### src/rtl/div_16x8_seq.sv
// div_16x8_seq: sequential radix-2 restoring divider, DW-bit dividend by VW-bit divisor,
// with valid/ready handshakes on both sides and one division in flight at a time.
module div_16x8_seq #(
    parameter int DW = 16,
    parameter int VW = 8
) (
    input  logic          clk,
    input  logic          rst,
    input  logic          in_valid,
    output logic          in_ready,
    input  logic [DW-1:0] dividend,
    input  logic [VW-1:0] divisor,
    output logic          out_valid,
    input  logic          out_ready,
    output logic [DW-1:0] quotient,
    output logic [VW-1:0] remainder,
    output logic          div_by_zero
);
    localparam int CW = $clog2(DW);
    localparam logic [1:0] S_IDLE = 2'd0;
    localparam logic [1:0] S_CALC = 2'd1;
    localparam logic [1:0] S_DONE = 2'd2;

    logic [1:0]    r_state;
    logic [DW-1:0] r_sr;
    logic [VW-1:0] r_div;
    logic [VW:0]   r_prem;
    logic [CW-1:0] r_cnt;
    logic [VW+1:0] w_shift;
    logic          w_ge;
    logic [VW:0]   w_prem;
    logic [DW-1:0] w_sr;

    // The true difference always fits in VW+1 bits, so the subtraction can be done narrow.
    always_comb begin
        w_shift = {r_prem, r_sr[DW-1]};
        w_ge    = w_shift >= {2'b00, r_div};
        w_prem  = w_shift[VW:0] - (w_ge ? {1'b0, r_div} : '0);
        w_sr    = {r_sr[DW-2:0], w_ge};
    end

    assign in_ready  = r_state == S_IDLE;
    assign out_valid = r_state == S_DONE;

    always_ff @(posedge clk) begin
        if (rst) begin
            r_state     <= S_IDLE;
            r_sr        <= '0;
            r_div       <= '0;
            r_prem      <= '0;
            r_cnt       <= '0;
            quotient    <= '0;
            remainder   <= '0;
            div_by_zero <= 1'b0;
        end else if (r_state == S_IDLE && in_valid) begin
            r_sr   <= dividend;
            r_div  <= divisor;
            r_prem <= '0;
            r_cnt  <= '0;
            if (divisor == '0) begin
                r_state     <= S_DONE;
                quotient    <= '1;
                remainder   <= dividend[VW-1:0];
                div_by_zero <= 1'b1;
            end else begin
                r_state <= S_CALC;
            end
        end else if (r_state == S_CALC) begin
            r_sr   <= w_sr;
            r_prem <= w_prem;
            r_cnt  <= r_cnt + CW'(1);
            if (r_cnt == CW'(DW - 1)) begin
                r_state     <= S_DONE;
                quotient    <= w_sr;
                remainder   <= w_prem[VW-1:0];
                div_by_zero <= 1'b0;
            end
        end else if (r_state == S_DONE && out_ready) begin
            r_state <= S_IDLE;
        end
    end
endmodule

### config.mk
export PLATFORM = sky130hd
export DESIGN_NAME = div_16x8_seq
export DESIGN_NICKNAME = d
export VERILOG_FILES = /design/src/rtl/div_16x8_seq.sv
export SDC_FILE = /design/constraint.sdc
export NUM_CORES = 1
export LEC_CHECK = 0
export CAP_MARGIN = 15
export CORE_MARGIN = 4
export CORE_UTILIZATION = 24
export CTS_BUF_LIST = sky130_fd_sc_hd__clkbuf_8 sky130_fd_sc_hd__clkbuf_16
export DETAILED_ROUTE_END_ITERATION = 10
export DONT_BUFFER_PORTS = 1
export GPL_ROUTABILITY_DRIVEN = 1
export RECOVER_POWER = 100
export SLEW_MARGIN = 5
export SYNTH_ARGS = -nofsm -noshare
export SYNTH_HDL_FRONTEND = slang
export SYNTH_SLANG_ARGS = --single-unit
export TNS_END_PERCENT = 50
### constraint.sdc
create_clock -name clk -period 4.1 [get_ports clk]
set_clock_uncertainty 0.1 [all_clocks]
set_input_delay 0.82 -clock clk [delete_from_list [all_inputs] [get_ports clk]]
set_output_delay 0.82 -clock clk [all_outputs]
set_load 0.02 [all_outputs]
Yosys cells after proc, flatten, opt, wreduce, memory -nomap -nowiden
Index checks and enable logic that the tools add are counted.
Word-level totals
  register bits after elaboration: 64
  bits of input ports: 28
  word-level logic and storage cells: 46
  output and inout bits: 27
Cells by class
  equal/unequal tests: 5
  add/subtract/negate cells: 2
  reduce and logical (&&, ||, !) cells: 10
  $lt $le $gt $ge: 1
  multiplexer cells: 20
Operator list (number)
  two-way mux 16 bit: 6
  two-way mux 8 bit: 5
  greater-or-equal comparator 10 x 8 -> 1 bit: 1
  two-way mux 2 bit: 5
  subtractor 9 x 8 -> 9 bit: 1
  zero test 8 bit: 1
  adder 4 x 1 -> 4 bit (second input constant): 1
  equality test 4 bit (second input constant): 1
  two-way mux 1 bit: 4
  nonzero test 2 bit: 2
  inequality test 3 x 2 -> 1 bit (second input constant): 1
  AND reduction 3 bit: 1
  nonzero test 3 bit: 1
  equality test 2 x 1 -> 1 bit (second input constant): 1
  equality test 2 bit (second input constant): 1
  logical AND 1 bit: 2
  zero test 2 bit: 1
  inequality test 2 x 1 -> 1 bit (second input constant): 1
  AND reduction 2 bit: 1
  OR reduction 2 bit: 1

Logic depth before layout (Yosys ltp)
  depth in word-level cells: 6
  mapped depth: 15
  mapped depth without buffers: 15

Least setup slack after synthesis
Ideal clock, no wire load.
  kind: register -> register
  start: reg r_div[5]
  end: reg r_prem[6]
  setup slack: 1.047 ns
  required time: 3.876 ns
  arrival time: 2.829 ns
  stages on the path, launching flop included: 16
  clock period less this slack: 3.053 ns
  setup time: 0.124 ns
  cell sequence: dfxtp_1 inv_1 ha_1 o21ai_0 a21oi_1 inv_1 o21ai_1 and2_1 ha_1 inv_1 fa_1 a21o_1 a31o_2 a21oi_1 xor2_1 o21ai_0
On the way
  cells in the longest elaborated chain, start to end: 3
RTL lines
  start: declaration: line 26  | logic [VW-1:0] r_div;
  start signal: assignment: line 57  | r_div <= divisor;
  greater-or-equal comparator 10 x 8 -> 1 bit: line 37  | w_ge = w_shift >= {2'b00, r_div};
  two-way mux 8 bit *: line 38  | w_prem = w_shift[VW:0] - (w_ge ? {1'b0, r_div} : '0);
  subtractor 9 x 8 -> 9 bit *: line 38
  end signal: assignment: line 70  | r_prem <= w_prem;
  end: declaration: line 27  | logic [VW:0] r_prem;
Mark *: on every way between the ends. The rest lies on a longest branch, timed or not.
A chain may end at the register's enable or synchronous reset.

Worst setup path in the final report
  start: reg r_div[5]
  end: reg remainder[6]
On the way
  cells in the longest elaborated chain, start to end: 6
RTL lines
  greater-or-equal comparator 10 x 8 -> 1 bit: line 37
  two-way mux 8 bit *: line 38
  subtractor 9 x 8 -> 9 bit *: line 38
  two-way mux 8 bit *: line 72  | if (r_cnt == CW'(DW - 1)) begin
  two-way mux 8 bit *: line 68  | end else if (r_state == S_CALC) begin
  two-way mux 8 bit *: line 55  | end else if (r_state == S_IDLE && in_valid) begin
  end signal: assignment: line 63  | remainder <= dividend[VW-1:0];
  end signal: assignment: line 75  | remainder <= w_prem[VW-1:0];
  end: declaration: line 16  | output logic [VW-1:0] remainder,
Mark *: on every way between the ends. The rest lies on a longest branch, timed or not. The select of a mux whose other input is x is not followed.

==> metrics.txt <==
# TYPE chip_impl_metric gauge
chip_impl_metric{name="slew_viol_final",unit=""} 0
chip_impl_metric{name="clock_latency",unit="ns"} 0.33
chip_impl_metric{name="grt_first_pass_wirelength",unit="um"} 13950
chip_impl_metric{name="synth.avg_cell_area",unit="um2"} 8.341
chip_impl_metric{name="dp_hpwl",unit="um"} 6396
chip_impl_info{name="layout.cells.most_common",value="dfxtp_1"} 1
chip_impl_info{name="worst_path_max_delay_cell",value="o21ai_1"} 1
chip_impl_metric{name="antenna_found_initial",unit=""} 0
chip_impl_metric{name="largest_net_degree_at_the_start_of_global_routing",unit=""} 52
chip_impl_info{name="worst_setup_path_start_kind",value="flip-flop"} 1
chip_impl_metric{name="die_height",unit="um"} 122.2
chip_impl_metric{name="synth_cell_types",unit=""} 48
chip_impl_metric{name="sequential_area_share_after_synthesis",unit="%"} 40.96
chip_impl_metric{name="final.period_utilization",unit="%"} 84.43
chip_impl_info{name="clk_tree_root_cell",value="clkbuf_16"} 1
chip_impl_metric{name="initial_utilization",unit="%"} 24.69
chip_impl_metric{name="cellPowerDensity",unit="nW/um2"} 469.8
chip_impl_info{name="critical_path.cell_chain",value="inv_1 -> ha_1 -> o21ai_0 -> a21oi_1 -> inv_1 -> o21ai_1 -> and2_0 -> ha_1 -> inv_1 -> fa_1 -> a21o_1 -> a31o_2 -> a21oi_1 -> xor2_1 -> a211oi_1"} 1
chip_impl_metric{name="setup_violations",unit=""} 0
chip_impl_metric{name="drtAntennaViolNets",unit=""} 0
chip_impl_metric{name="num_cts_buffers",unit=""} 9
chip_impl_metric{name="detail_route.wl_per_cell",unit="um"} 16.27
chip_impl_metric{name="rows",unit=""} 41
chip_impl_metric{name="ys.warnings.count",unit=""} 0
chip_impl_metric{name="finalNetCount",unit=""} 413
chip_impl_metric{name="grt_use_total",unit="%"} 12.13
chip_impl_metric{name="vias_per_cell",unit=""} 4.881
chip_impl_metric{name="critical_path_peak_fanout",unit=""} 9
chip_impl_metric{name="drtPass1Iterations",unit=""} 4
chip_impl_metric{name="irDropWorstVdd",unit="mV"} 0.2452
chip_impl_info{name="post_synth_main_area_contributors",value="dfxtp_1 (41%), nand2_1 (7.3%), ha_1 (6.8%)"} 1
chip_impl_info{name="path_delay_family",value="compound AO/OA/AOI/OAI gates"} 1
chip_impl_metric{name="synth_edf_count",unit=""} 0
chip_impl_info{name="ys.flop_type",value="dfxtp_1"} 1
chip_impl_metric{name="diodes",unit=""} 0
chip_impl_info{name="run_status",value="completed"} 1
chip_impl_info{name="class_of_the_worst_hold_path",value="reg2reg"} 1
chip_impl_metric{name="fmax",unit="MHz"} 288.9
chip_impl_metric{name="port_buffers",unit=""} 0
chip_impl_info{name="layout_common_cells",value="dfxtp_1 (64), nand2_1 (63), a21oi_1 (40)"} 1
chip_impl_metric{name="cts.sink_count",unit=""} 64
chip_impl_metric{name="worst_slew_margin_rel",unit="%"} 14.66
chip_impl_metric{name="timing.critical_path.required",unit="ns"} 4.17
chip_impl_info{name="tritoncts",value="built"} 1
chip_impl_metric{name="io_pins",unit=""} 55
chip_impl_metric{name="layout-drive-gt1-share",unit="%"} 7.258
chip_impl_metric{name="postSynthNetCount",unit=""} 421
chip_impl_metric{name="postPlaceCellArea",unit="um2"} 3248
chip_impl_metric{name="postRouteWirelength",unit="um"} 8851
chip_impl_metric{name="max_cap_violations",unit=""} 0
chip_impl_metric{name="r2r_slack",unit="ns"} 0.64
chip_impl_metric{name="cts_htree_levels",unit=""} 3
chip_impl_metric{name="synth_cells",unit=""} 375
chip_impl_metric{name="critical-path-max-stage-delay",unit="ns"} 0.47
chip_impl_metric{name="globalRouteOverflowTotal",unit=""} 0
chip_impl_info{name="cp-end-kind",value="flip-flop"} 1
chip_impl_metric{name="post_cts_buffers",unit=""} 0
chip_impl_metric{name="finalHoldViolations",unit=""} 0
chip_impl_metric{name="synth_top_area_share",unit="%"} 40.96
chip_impl_metric{name="die-width",unit="um"} 122.2
chip_impl_metric{name="ys_ff_latch",unit=""} 64
chip_impl_metric{name="critical_path.n_buffers_inverters",unit=""} 3
chip_impl_metric{name="slew_of_the_pin_with_the_lowest_slew_margin",unit="ns"} 1.276
chip_impl_metric{name="post_synth_instance_area",unit="um2"} 3128
chip_impl_metric{name="grt_pass1_vias",unit=""} 2616
chip_impl_metric{name="floorplan.core_area",unit="um2"} 12670
chip_impl_metric{name="drt_iter0_markers",unit=""} 138
chip_impl_metric{name="die-area",unit="um2"} 14920
chip_impl_metric{name="cts_max_path_buffers",unit=""} 2
chip_impl_metric{name="design_power_total",unit="mW"} 1.632
chip_impl_info{name="synthDominantAreaCellType",value="dfxtp_1"} 1
chip_impl_metric{name="arrival",unit="ns"} 3.53
chip_impl_metric{name="finalCriticalPeriod",unit="ns"} 3.462
chip_impl_metric{name="async_flop_share",unit="%"} 0
chip_impl_info{name="critical_path.most_common_cell",value="inv_1"} 1
chip_impl_metric{name="flow.area_growth_from_synthesis",unit="%"} 11.04
chip_impl_metric{name="timing.setup.tns",unit="ns"} 0
chip_impl_metric{name="drc",unit=""} 0
chip_impl_metric{name="post_cts_hold_buffer_count",unit=""} 0
chip_impl_info{name="criticalPathCategory",value="reg2reg"} 1
chip_impl_metric{name="static-leakage-power",unit="nW"} 1.275
chip_impl_metric{name="route.vias.total",unit=""} 2655
chip_impl_metric{name="clk_transition_reported_paths",unit="ns"} 0.06
chip_impl_metric{name="gp_routability_congestion",unit=""} 0.8456
chip_impl_metric{name="cts-resized-gates",unit=""} 0
chip_impl_info{name="rsz0062_at_grt",value="false"} 1
chip_impl_metric{name="post-route-cell-area",unit="um2"} 3473
## registers in the layout, indices dropped and copies added, names as in the netlist
signal       count
div_by_zero      1
r_sr            16
quotient        16
r_state          2
remainder        8
r_cnt            4
r_prem           9
r_div            8
## synthesized netlist by cell type, drive strengths merged, types with 5 or more instances
library cell and number:
a21oi 40, a22oi 16, a31oi 5, buf 13
clkbuf 8, dfxtp 64, ha 17, inv 15
nand2 64, nand3 9, nor2 33, nor3 32
o21ai 9, xor2 6
## report_power, final
| part | internal (mW) | switching (mW) | leakage, nW |
|---|---|---|---|
| combinational | 0.102 | 0.163 | 0.631 |
| sequential | 0.648 | 0.0242 | 0.520 |
| clock | 0.407 | 0.288 | 0.123 |
## through the flow
stage	cells	util (%)	hold WS, ns	setup slack [ns]
after global routing	544	27.41	0.3826	0.3447
after floorplan	375	-	0.3363	1.047
after global placement	528	25.63	0.3448	0.8149
after detailed placement	528	25.63	0.3432	0.6852
after CTS	544	27.80	0.3509	0.6687
final	544	27.41	0.3509	0.6383
## metal layers
metal  global-route usage, %  part of all wire (%)
met5                       0                     0
met4                   5.458                   2.0
met3                   4.457                   8.6
met2                   19.85                    49
met1                   14.17                    41
## cells by family after synthesis
kind of cell,count (synthesis),share of synthesized area [%]
fa+ha+maj,18,7.440
flops,64,40.96
buf+inv,36,5.520
compound gates,88,18.44
simple gates,160,25.12
xor+xnor,9,2.520
## worst min-delay path: cells and delay by family (launching register included)
kind	cells	cell delay (ns)
AO/OA/AOI/OAI	1	0.06
flip-flops	1	0.30
AND/OR/NAND/NOR	1	0.05
## layout make-up
class / count / area [um2]
Multi-Input combinational cell: 275 / 1632
Inverter: 15 / 56.30
Clock inverter: 7 / 48.80
Tap cell: 172 / 215.2
Clock buffer: 9 / 225.2
Timing Repair Buffer: 2 / 15.01
Sequential cell: 64 / 1281
Fill cell: 1376 / 9198
## path summary, 6_finish.rpt
kind	start	endpoint	cells after the start
setup reg to reg	r_div[5]$_SDFFE_PP0P_	remainder[6]$_SDFFE_PP0P_	15
hold reg to reg	r_sr[15]$_SDFFE_PP0P_	r_sr[15]$_SDFFE_PP0P_	2
hold / removal	r_sr[15]$_SDFFE_PP0P_	r_sr[15]$_SDFFE_PP0P_	2
setup / recovery	r_div[5]$_SDFFE_PP0P_	remainder[6]$_SDFFE_PP0P_	15
Note: power is estimated with default switching activity, not from simulation.
